--- src/rtl/hdb3_pkg.sv ---
// Shared symbol codes, controller states and violation-checker history for the HDB3 receive path.
package hdb3_pkg;
  localparam logic [1:0] SYM_ZERO = 2'b00;
  localparam logic [1:0] SYM_POS  = 2'b01;
  localparam logic [1:0] SYM_NEG  = 2'b10;
  localparam logic [1:0] SYM_BAD  = 2'b11;

  localparam int ZRUN_W = 8;

  typedef enum logic [1:0] {FLUSH, HUNT, LOCKED, LOS} rx_state_e;

  // Polarity fields reuse the pulse symbol codes; SYM_ZERO means no pulse/V seen yet.
  typedef struct packed {
    logic [1:0]        last_pol;
    logic [1:0]        last_v;
    logic [ZRUN_W-1:0] zrun;
  } cv_hist_t;

  function automatic logic is_pulse(input logic [1:0] s);
    return (s == SYM_POS) || (s == SYM_NEG);
  endfunction
endpackage

--- src/rtl/hdb3_rx_ctrl_cv_check.sv ---
// HDB3 code-violation checker: flags bad symbols, long zero runs, bad repeats and repeated V polarity.
module hdb3_cv_check
  import hdb3_pkg::*;
(
  input  logic              Clk,
  input  logic              Rst,
  input  logic              sym_en,
  input  logic [1:0]        sym,
  input  logic              clr,
  output logic              viol,
  output logic [ZRUN_W-1:0] zero_run
);
  cv_hist_t hist, hist_nxt;
  logic     same_pol, v_pos;

  always_comb begin
    hist_nxt = hist;
    viol     = 1'b0;
    same_pol = is_pulse(sym) && (sym == hist.last_pol);
    v_pos    = (hist.zrun == ZRUN_W'(2)) || (hist.zrun == ZRUN_W'(3));
    case (sym)
      SYM_ZERO: begin
        viol = hist.zrun >= ZRUN_W'(3);
        if (hist.zrun != '1) hist_nxt.zrun = hist.zrun + ZRUN_W'(1);
      end
      SYM_POS, SYM_NEG: begin
        // A repeat after 000 or B00 is a V; anything else repeating is an error.
        if (same_pol && v_pos) begin
          viol            = (sym == hist.last_v);
          hist_nxt.last_v = sym;
        end else begin
          viol = same_pol;
        end
        hist_nxt.last_pol = sym;
        hist_nxt.zrun     = '0;
      end
      SYM_BAD: begin
        viol          = 1'b1;
        hist_nxt.zrun = '0;
      end
    endcase
    if (!sym_en || clr) begin
      viol     = 1'b0;
      hist_nxt = hist;
    end
    zero_run = hist_nxt.zrun;
  end

  always_ff @(posedge Clk) begin
    if (Rst || clr) hist <= '0;
    else            hist <= hist_nxt;
  end
endmodule

--- src/rtl/hdb3_rx_ctrl.sv ---
// HDB3 receive controller: flush/hunt/lock/LOS sequencing, decoder clear/enable, valid and error count.
module hdb3_rx_ctrl
  import hdb3_pkg::*;
#(
  parameter int PIPE_LAT   = 5,
  parameter int LOCK_GOOD  = 32,
  parameter int ERR_WIN    = 64,
  parameter int UNLOCK_ERR = 4,
  parameter int LOS_ZEROS  = 16,
  parameter int ERR_CNT_W  = 16
)(
  input  logic                 Clk,
  input  logic                 Rst,
  input  logic                 Sym_En,
  input  logic [1:0]           Hdb3_In,
  input  logic                 Err_Clr,
  output logic                 Dec_Clr,
  output logic                 Dec_En,
  output logic                 Data_Valid,
  output logic                 Lock,
  output logic                 Los,
  output logic                 Code_Err,
  output logic [ERR_CNT_W-1:0] Err_Count
);
  localparam int FL_W = $clog2(PIPE_LAT + 1);
  localparam int GD_W = $clog2(LOCK_GOOD + 1);
  localparam int WN_W = $clog2(ERR_WIN + 1);
  localparam int TL_W = $clog2(UNLOCK_ERR + 1);

  rx_state_e         state, state_nxt;
  logic [FL_W-1:0]   flush_cnt, flush_nxt;
  logic [GD_W-1:0]   good_cnt, good_nxt;
  logic [WN_W-1:0]   win_cnt, win_nxt;
  logic [TL_W-1:0]   tally, tally_nxt, tally_sum;
  logic              viol, los_hit, win_err, win_wrap;
  logic [ZRUN_W-1:0] zero_run;

  logic                 dec_clr_d, lock_d, los_d, dv_d;
  logic [ERR_CNT_W-1:0] err_cnt_d;

  hdb3_cv_check u_cv (
    .Clk      (Clk),
    .Rst      (Rst),
    .sym_en   (Sym_En),
    .sym      (Hdb3_In),
    .clr      (state == FLUSH),
    .viol     (viol),
    .zero_run (zero_run)
  );

  assign los_hit  = Sym_En && (Hdb3_In == SYM_ZERO) && (zero_run >= ZRUN_W'(LOS_ZEROS));
  // Long zero runs are handled by the LOS path, so they do not feed the unlock tally.
  assign win_err  = viol && (Hdb3_In != SYM_ZERO);
  assign win_wrap = (win_cnt == WN_W'(ERR_WIN - 1));
  assign tally_sum = tally + TL_W'(win_err);

  always_ff @(posedge Clk) begin
    if (Rst) begin
      state     <= FLUSH;
      flush_cnt <= '0;
      good_cnt  <= '0;
      win_cnt   <= '0;
      tally     <= '0;
    end else begin
      state     <= state_nxt;
      flush_cnt <= flush_nxt;
      good_cnt  <= good_nxt;
      win_cnt   <= win_nxt;
      tally     <= tally_nxt;
    end
  end

  always_comb begin
    state_nxt = state;
    flush_nxt = flush_cnt;
    good_nxt  = good_cnt;
    win_nxt   = win_cnt;
    tally_nxt = tally;
    if (Sym_En) begin
      case (state)
        FLUSH: begin
          if (flush_cnt == FL_W'(PIPE_LAT - 1)) begin
            state_nxt = HUNT;
            flush_nxt = '0;
          end else begin
            flush_nxt = flush_cnt + FL_W'(1);
          end
        end
        HUNT: begin
          good_nxt = good_cnt + GD_W'(1);
          if (los_hit) begin
            state_nxt = LOS;
            good_nxt  = '0;
          end else if (viol) begin
            good_nxt = '0;
          end else if (good_cnt == GD_W'(LOCK_GOOD - 1)) begin
            state_nxt = LOCKED;
            good_nxt  = '0;
          end
        end
        LOCKED: begin
          win_nxt   = win_wrap ? '0 : win_cnt + WN_W'(1);
          tally_nxt = win_wrap ? '0 : tally_sum;
          if (los_hit)                               state_nxt = LOS;
          else if (tally_sum >= TL_W'(UNLOCK_ERR))   state_nxt = FLUSH;
          if (state_nxt != LOCKED) begin
            win_nxt   = '0;
            tally_nxt = '0;
          end
        end
        LOS: begin
          if (is_pulse(Hdb3_In)) state_nxt = FLUSH;
        end
      endcase
    end
  end

  always_comb begin
    Dec_En    = Sym_En && (state != FLUSH);
    dec_clr_d = (state_nxt == FLUSH);
    lock_d    = (state_nxt == LOCKED);
    los_d     = (state_nxt == LOS);
    dv_d      = Sym_En && (state == LOCKED) && (state_nxt == LOCKED);
    err_cnt_d = Err_Count;
    if (Err_Clr)                    err_cnt_d = ERR_CNT_W'(viol);
    else if (viol && !(&Err_Count)) err_cnt_d = Err_Count + ERR_CNT_W'(1);
  end

  always_ff @(posedge Clk) begin
    if (Rst) begin
      Dec_Clr    <= 1'b1;
      Lock       <= 1'b0;
      Los        <= 1'b0;
      Data_Valid <= 1'b0;
      Code_Err   <= 1'b0;
      Err_Count  <= '0;
    end else begin
      Dec_Clr    <= dec_clr_d;
      Lock       <= lock_d;
      Los        <= los_d;
      Data_Valid <= dv_d;
      Code_Err   <= viol;
      Err_Count  <= err_cnt_d;
    end
  end
endmodule

--- config.mk ---
export PLATFORM = sky130hd
export DESIGN_NAME = hdb3_rx_ctrl
export DESIGN_NICKNAME = d
export VERILOG_FILES = /design/src/rtl/hdb3_pkg.sv /design/src/rtl/hdb3_rx_ctrl_cv_check.sv /design/src/rtl/hdb3_rx_ctrl.sv
export SDC_FILE = /design/constraint.sdc
export NUM_CORES = 1
export LEC_CHECK = 0
export ABC_AREA = 1
export ABC_CLOCK_PERIOD_IN_PS = 2500
export BUFFER_PORTS_ARGS = -buffer_cell sky130_fd_sc_hd__buf_2
export CORE_MARGIN = 1
export CORE_UTILIZATION = 50
export DETAILED_ROUTE_END_ITERATION = 8
export GPL_TIMING_DRIVEN = 0
export PLACE_DENSITY = 0.71
export SLEW_MARGIN = 10
export SYNTH_ARGS = -nofsm -noshare
export SYNTH_HDL_FRONTEND = slang
export SYNTH_HIERARCHICAL = 1
export SYNTH_SLANG_ARGS = --single-unit
--- constraint.sdc ---
create_clock -name Clk -period 2.5 [get_ports Clk]
set_input_delay 0.375 -clock Clk [delete_from_list [all_inputs] [get_ports Clk]]
set_output_delay 0.375 -clock Clk [all_outputs]
set_load 0.02 [all_outputs]
### Yosys cells after proc, flatten, opt, wreduce, memory -nomap -nowiden

Index checks and enable logic that the tools add are counted.

* add/sub/neg operators: 6
* $lt $le $gt $ge: 3
* equal/unequal tests: 17
* multiplexer cells: 27
* bitwise gates (word level): 1
* reductions and logical operators: 30

Operator list (number)
* 2-to-1 mux 2 bit: 10
* 2-to-1 mux 6 bit: 3
* adder 16 x 1 -> 16 bit (second input constant): 1
* == test 8 x 2 -> 1 bit (second input constant): 2
* 2-to-1 mux 8 bit: 2
* case mux 8 bit (2 select lines): 1
* AND reduction 16 bit: 1
* 2-to-1 mux 7 bit: 2
* == test 2 bit (second input constant): 6
* logical AND 1 bit: 9
* 2-to-1 mux 3 bit: 3
* adder 8 x 1 -> 8 bit (second input constant): 1
* greater-or-equal comparator 8 x 2 -> 1 bit (second input constant): 1
* greater-or-equal comparator 8 x 5 -> 1 bit (second input constant): 1
* != test 8 bit (second input constant): 1
* case mux 2 bit (4 select lines): 1
* AND reduction 2 bit: 4
* adder 7 x 1 -> 7 bit (second input constant): 1
* == test 7 x 6 -> 1 bit (second input constant): 1
* adder 6 x 1 -> 6 bit (second input constant): 1
* == test 6 x 5 -> 1 bit (second input constant): 1
* zero test 2 bit: 3
* nonzero test 2 bit: 3
* == test 2 x 1 -> 1 bit (second input constant): 2
* 14 further kinds: 23

* bits in registers: 54
* input bits: 6
* output and inout port bits: 22

### Depth between registers and ports, before layout

* depth in word-level cells: 18
* mapped depth: 19

### Modules after synthesis

The synthesis kept the hierarchy.

By module, submodules not included
* hdb3_rx_ctrl: instances 1, cells each 314, area an instance 2185.8 sq um, sequential area each 840.8 sq um
* hdb3_cv_check: instances 1, cells each 144, area an instance 950.9 sq um, sequential area each 240.2 sq um

### Worst setup path after synthesis

Ideal clock, no wire load.

* kind: input port to flip-flop
* start point: in Hdb3_In[1]
* end point: reg Dec_Clr
* setup time: 64 ps
* arrival: 2504 ps
* data required time: 2436 ps
* path slack: -68 ps
* stages: 18
* buffers on the path: 0
* cell sequence: inv_2 -> ha_1 -> inv_1 -> nor3_1 -> nand2_1 -> a21oi_1 -> inv_1 -> nor2_1 -> ha_1 -> ha_1 -> inv_1 -> o21ai_0 -> nor2_1 -> nor2_1 -> nand3_1 -> nand3_1 -> inv_1 -> nor2_1

* word-level cells in the longest chain between the ends: 17
* elaborated cells between the ends (all ways): 33
* classes of those cells: add/sub (1); order compare (2); eq/ne (5); mux (14); reduce/logical (11)

Ends and longest elaborated chain
* start: declaration: RTL line hdb3_rx_ctrl.sv:15 `input logic [1:0] Hdb3_In,`
* == test 2 x 1 -> 1 bit or == test 2 bit (tied branches): RTL line hdb3_pkg.sv:20, hdb3_rx_ctrl_cv_check.sv:21
* logical OR 1 bit: RTL line hdb3_pkg.sv:20 `return (s == SYM_POS) || (s == SYM_NEG);`
* logical AND 1 bit: RTL line hdb3_rx_ctrl_cv_check.sv:19 `same_pol = is_pulse(sym) && (sym == hist.last_pol);`
* logical AND 1 bit: RTL line hdb3_rx_ctrl_cv_check.sv:28 `if (same_pol && v_pos) begin`
* 2-to-1 mux 1 bit: RTL line hdb3_rx_ctrl_cv_check.sv:28
* case mux 1 bit (3 select lines) *: RTL line hdb3_rx_ctrl_cv_check.sv:21 `case (sym)`
* 2-to-1 mux 1 bit *: RTL line hdb3_rx_ctrl_cv_check.sv:42 `if (!sym_en || clr) begin`
* net viol: RTL line hdb3_rx_ctrl.sv:35 `logic viol, los_hit, win_err, win_wrap;`
* (+2 left out)
* greater-or-equal comparator 3 bit: RTL line hdb3_rx_ctrl.sv:105 `else if (tally_sum >= TL_W'(UNLOCK_ERR)) state_nxt = FLUSH;`
* 2-to-1 mux 2 bit: RTL line hdb3_rx_ctrl.sv:105
* 2-to-1 mux 2 bit: RTL line hdb3_rx_ctrl.sv:104 `if (los_hit) state_nxt = LOS;`
* 2-to-1 mux 2 bit: RTL line hdb3_rx_ctrl.sv:80 `case (state)`
* 2-to-1 mux 2 bit: RTL line hdb3_rx_ctrl.sv:79 `if (Sym_En) begin`
* case mux 2 bit (4 select lines) *: RTL line hdb3_rx_ctrl.sv:80
* 2-to-1 mux 2 bit *: RTL line hdb3_rx_ctrl.sv:79
* zero test 2 bit *: RTL line hdb3_rx_ctrl.sv:120 `dec_clr_d = (state_nxt == FLUSH);`
* end signal: assignment: RTL line hdb3_rx_ctrl.sv:138 `Dec_Clr <= dec_clr_d;`
* end: declaration: RTL line hdb3_rx_ctrl.sv:17 `output logic Dec_Clr,`

Mark *: on every way through the listed nets, which the timed path passes. The rest lies on a longest branch. The select of a mux whose other input is x is not followed.
A chain may end at the register's enable or synchronous reset.

### Worst setup path after layout

* start point: reg u_cv/hist[0] (netlist bit)
* end point: reg Dec_Clr

* word-level cells in the longest chain between the ends: 16
* elaborated cells between the ends (all ways): 27
* classes of those cells: add/sub (2); order compare (3); eq/ne (3); mux (14); reduce/logical (5)

Ends and longest elaborated chain
* start: declaration: RTL line hdb3_rx_ctrl_cv_check.sv:13 `cv_hist_t hist, hist_nxt;`
* start signal: assignment: RTL line hdb3_rx_ctrl_cv_check.sv:51 `else hist <= hist_nxt;`
* parallel branches: the longest is 4 deep, another holds greater-or-equal comparator 8 x 2 -> 1 bit
* case mux 1 bit (3 select lines) *: RTL line hdb3_rx_ctrl_cv_check.sv:21
* 2-to-1 mux 1 bit *: RTL line hdb3_rx_ctrl_cv_check.sv:42
* net viol: RTL line hdb3_rx_ctrl.sv:35
* logical AND 1 bit: RTL line hdb3_rx_ctrl.sv:53 `assign win_err = viol && (Hdb3_In != SYM_ZERO);`
* adder 3 x 1 -> 3 bit: RTL line hdb3_rx_ctrl.sv:55 `assign tally_sum = tally + TL_W'(win_err);`
* greater-or-equal comparator 3 bit: RTL line hdb3_rx_ctrl.sv:105
* 2-to-1 mux 2 bit: RTL line hdb3_rx_ctrl.sv:105
* 2-to-1 mux 2 bit: RTL line hdb3_rx_ctrl.sv:104
* 2-to-1 mux 2 bit: RTL line hdb3_rx_ctrl.sv:80
* 2-to-1 mux 2 bit: RTL line hdb3_rx_ctrl.sv:79
* case mux 2 bit (4 select lines) *: RTL line hdb3_rx_ctrl.sv:80
* 2-to-1 mux 2 bit *: RTL line hdb3_rx_ctrl.sv:79
* zero test 2 bit *: RTL line hdb3_rx_ctrl.sv:120

Mark *: on every way through the listed nets, which the timed path passes. The select of a mux whose other input is x is not followed.

==> metrics <==
worst r2r src=u_cv/hist[0]; drc violations=0; global-route wire length before repair=11.0 mm; # setup viols final=0; routed len/inst=11.3 um; data arrival time of the worst path=2.59 ns; final WL=6.42 mm; number of max-cap violations=0; Seq pwr share=0.500; IO Port Bufs=27; DIE WIDTH=81.0 um; Final Critical Period=2.35 ns; Avg Inst Size Synth=6.88 sq um; H-tree levels=2; worst hold path class=in -> reg; CP Max Fanout=5; Period Utilization, post-route=0.939; Hold Buf Count CTS=0; grt ovf=0; via count=2846; critical path type=reg -> reg; Final Hold Fails=0; Detailed Routing Iterations Pass 1=4; CTS tree=built; Detailed Place HPWL=4.62 mm; Ant. Diodes=0; area delta synth->final=16.2%; Critical Path End=Dec_Clr; GPL Wtd Cong=0.833; synthesized cell area=3120 sq um; vias in the first global route=2623; Net Sw Frac=0.232; Die ar.=6560 sq um; post-synth net total=472; Clock Skew=0.00597 ns; Reg clk slew, reported paths=0.10 ns; Peak VDD IR=311 uV; Slew HR=0.665; worst path required time=2.74 ns; initial antenna violation count=0; Worst Max-Slew Pin Slew=0.500 ns; Detailed Route Iter0 Violations=104; IO Pins=28; clock share of power=0.406; Cells after Synth=454; Num Clock Sinks=54; clock root cell=clkbuf_8; clock buffer depth=2; internal cell power=1.35 mW; Ys Warns=6; fin. max-slew vios=0; Critical path origin=u_cv/hist[0]; P_sw=0.408 mW; clk_lat worst skew=0.30 ns; worst hold start=Err_Clr; Total Power=1.76 mW; layout cells sized above 1=0.215; GRT Total Usage=0.209; Routed Antenna Nets=0; Worst setup SP type=register; final setup TNS=0 ns; logic gate share of total power=0.094; hold path depth=4; Peak Freq=426 MHz; Pleak=1.53 nW; Final #Nets=510; Num CTS Buffers=5; Setup crit end kind=register; pwr dens=486 nW/um^2; die height=81.0 um; initial core utilization=0.524; Reg2Reg Depth=19; FF-to-FF End=Dec_Clr; core region area=5960 sq um; r2r setup slk=0.15 ns; largest net degree at the start of global routing=17; via-per-instance ratio=5.01; num rows=28; outcome=finished clean
[cell type report]
class / instances / area [sq um]
plain buffers: 5 / 45.0
fillers: 574 / 2330
multi-input cells: 336 / 1870
flip-flops and latches: 54 / 1090
well taps: 75 / 93.8
clock buffers: 6 / 82.6
inverters: 59 / 221
clock inverters: 2 / 60.1
repair buffers: 31 / 170
[flip-flops by register name, indices dropped and copies added, names as in the netlist, 2 cells and up]
register   cells
u_cv/hist     12
flush_cnt      3
state          2
tally          3
Err_Count     16
win_cnt        7
good_cnt       6
[critical path: stages, from the launching register on]
cell and delay (ns):
dfxtp_4 0.39, inv_2 0.07, ha_4 0.17, nor2_4 0.11, nor2_4 0.05, nand2_1 0.05, nand2_1 0.05, a21oi_2 0.20
inv_2 0.09, nor2_2 0.11, ha_2 0.17, ha_2 0.16, inv_1 0.04, o21ai_1 0.12, nor2_1 0.08, nor2_1 0.08
nand3_1 0.11, nand3_2 0.11, inv_2 0.05, nor2_1 0.08
[metrics by stage]
| stage | utilization | setup slack, ns | hold WS, ns | cells | cell area (sq um) |
|---|---|---|---|---|---|
| detailed placement | 0.564 | -0.579 | 0.454 | 556 | 3360 |
| global placement | 0.564 | -0.589 | 0.442 | 556 | 3360 |
| finish | 0.609 | 0.152 | 0.380 | 568 | 3630 |
| floorplan | - | 0.0103 | 0.433 | 454 | 3130 |
| global route | 0.609 | -0.00289 | 0.402 | 568 | 3630 |
| CTS | 0.595 | 0.0310 | 0.365 | 565 | 3540 |
[worst min path at each step]
stage	end	slack [ns]
final	Err_Count[1]	0.38
after detailed placement	win_cnt[6]	0.45
after global placement	win_cnt[6]	0.44
after floorplan	win_cnt[6]	0.43
after global routing	Err_Count[1]	0.40
after CTS	Err_Count[1]	0.36
[layer usage]
metal  track usage  part of all wire  vias to the layer above
met4        0.0696             0.011                        0
met1         0.271              0.48                     1279
met3        0.0270             0.029                        9
li1              -                 -                     1511
met5             0                 0                        -
met2         0.355              0.48                       47
[power groups by stage]
stage,Combinational (mW),Clock (mW),Sequential (mW)
after floorplan,0.105,0,0.905
after global placement,0.147,0,0.900
after detailed placement,0.150,0,0.901
after CTS,0.157,0.731,0.881
after global routing,0.188,0.763,0.882
final,0.166,0.715,0.881
[cells in the final DEF, fill, tap and decap left out, types with 8 or more instances in the layout]
master and instances:
a21oi_1 28, buf_2 25, dfxtp_1 51, inv_1 48
inv_2 10, nand2_1 111, nand2_2 11, nand3_1 27
nand4_1 8, nor2_1 62, nor2_4 8, o21ai_0 8
xor2_1 12
[repair_timing]
item / 4_1_cts / 5_1_grt
setup buffers: 1 / 3
setup endpoints to repair: 14 / 14
resized for setup: 13 / 17
pin swaps: 2 / 7
(Power assumes the default switching activity.)
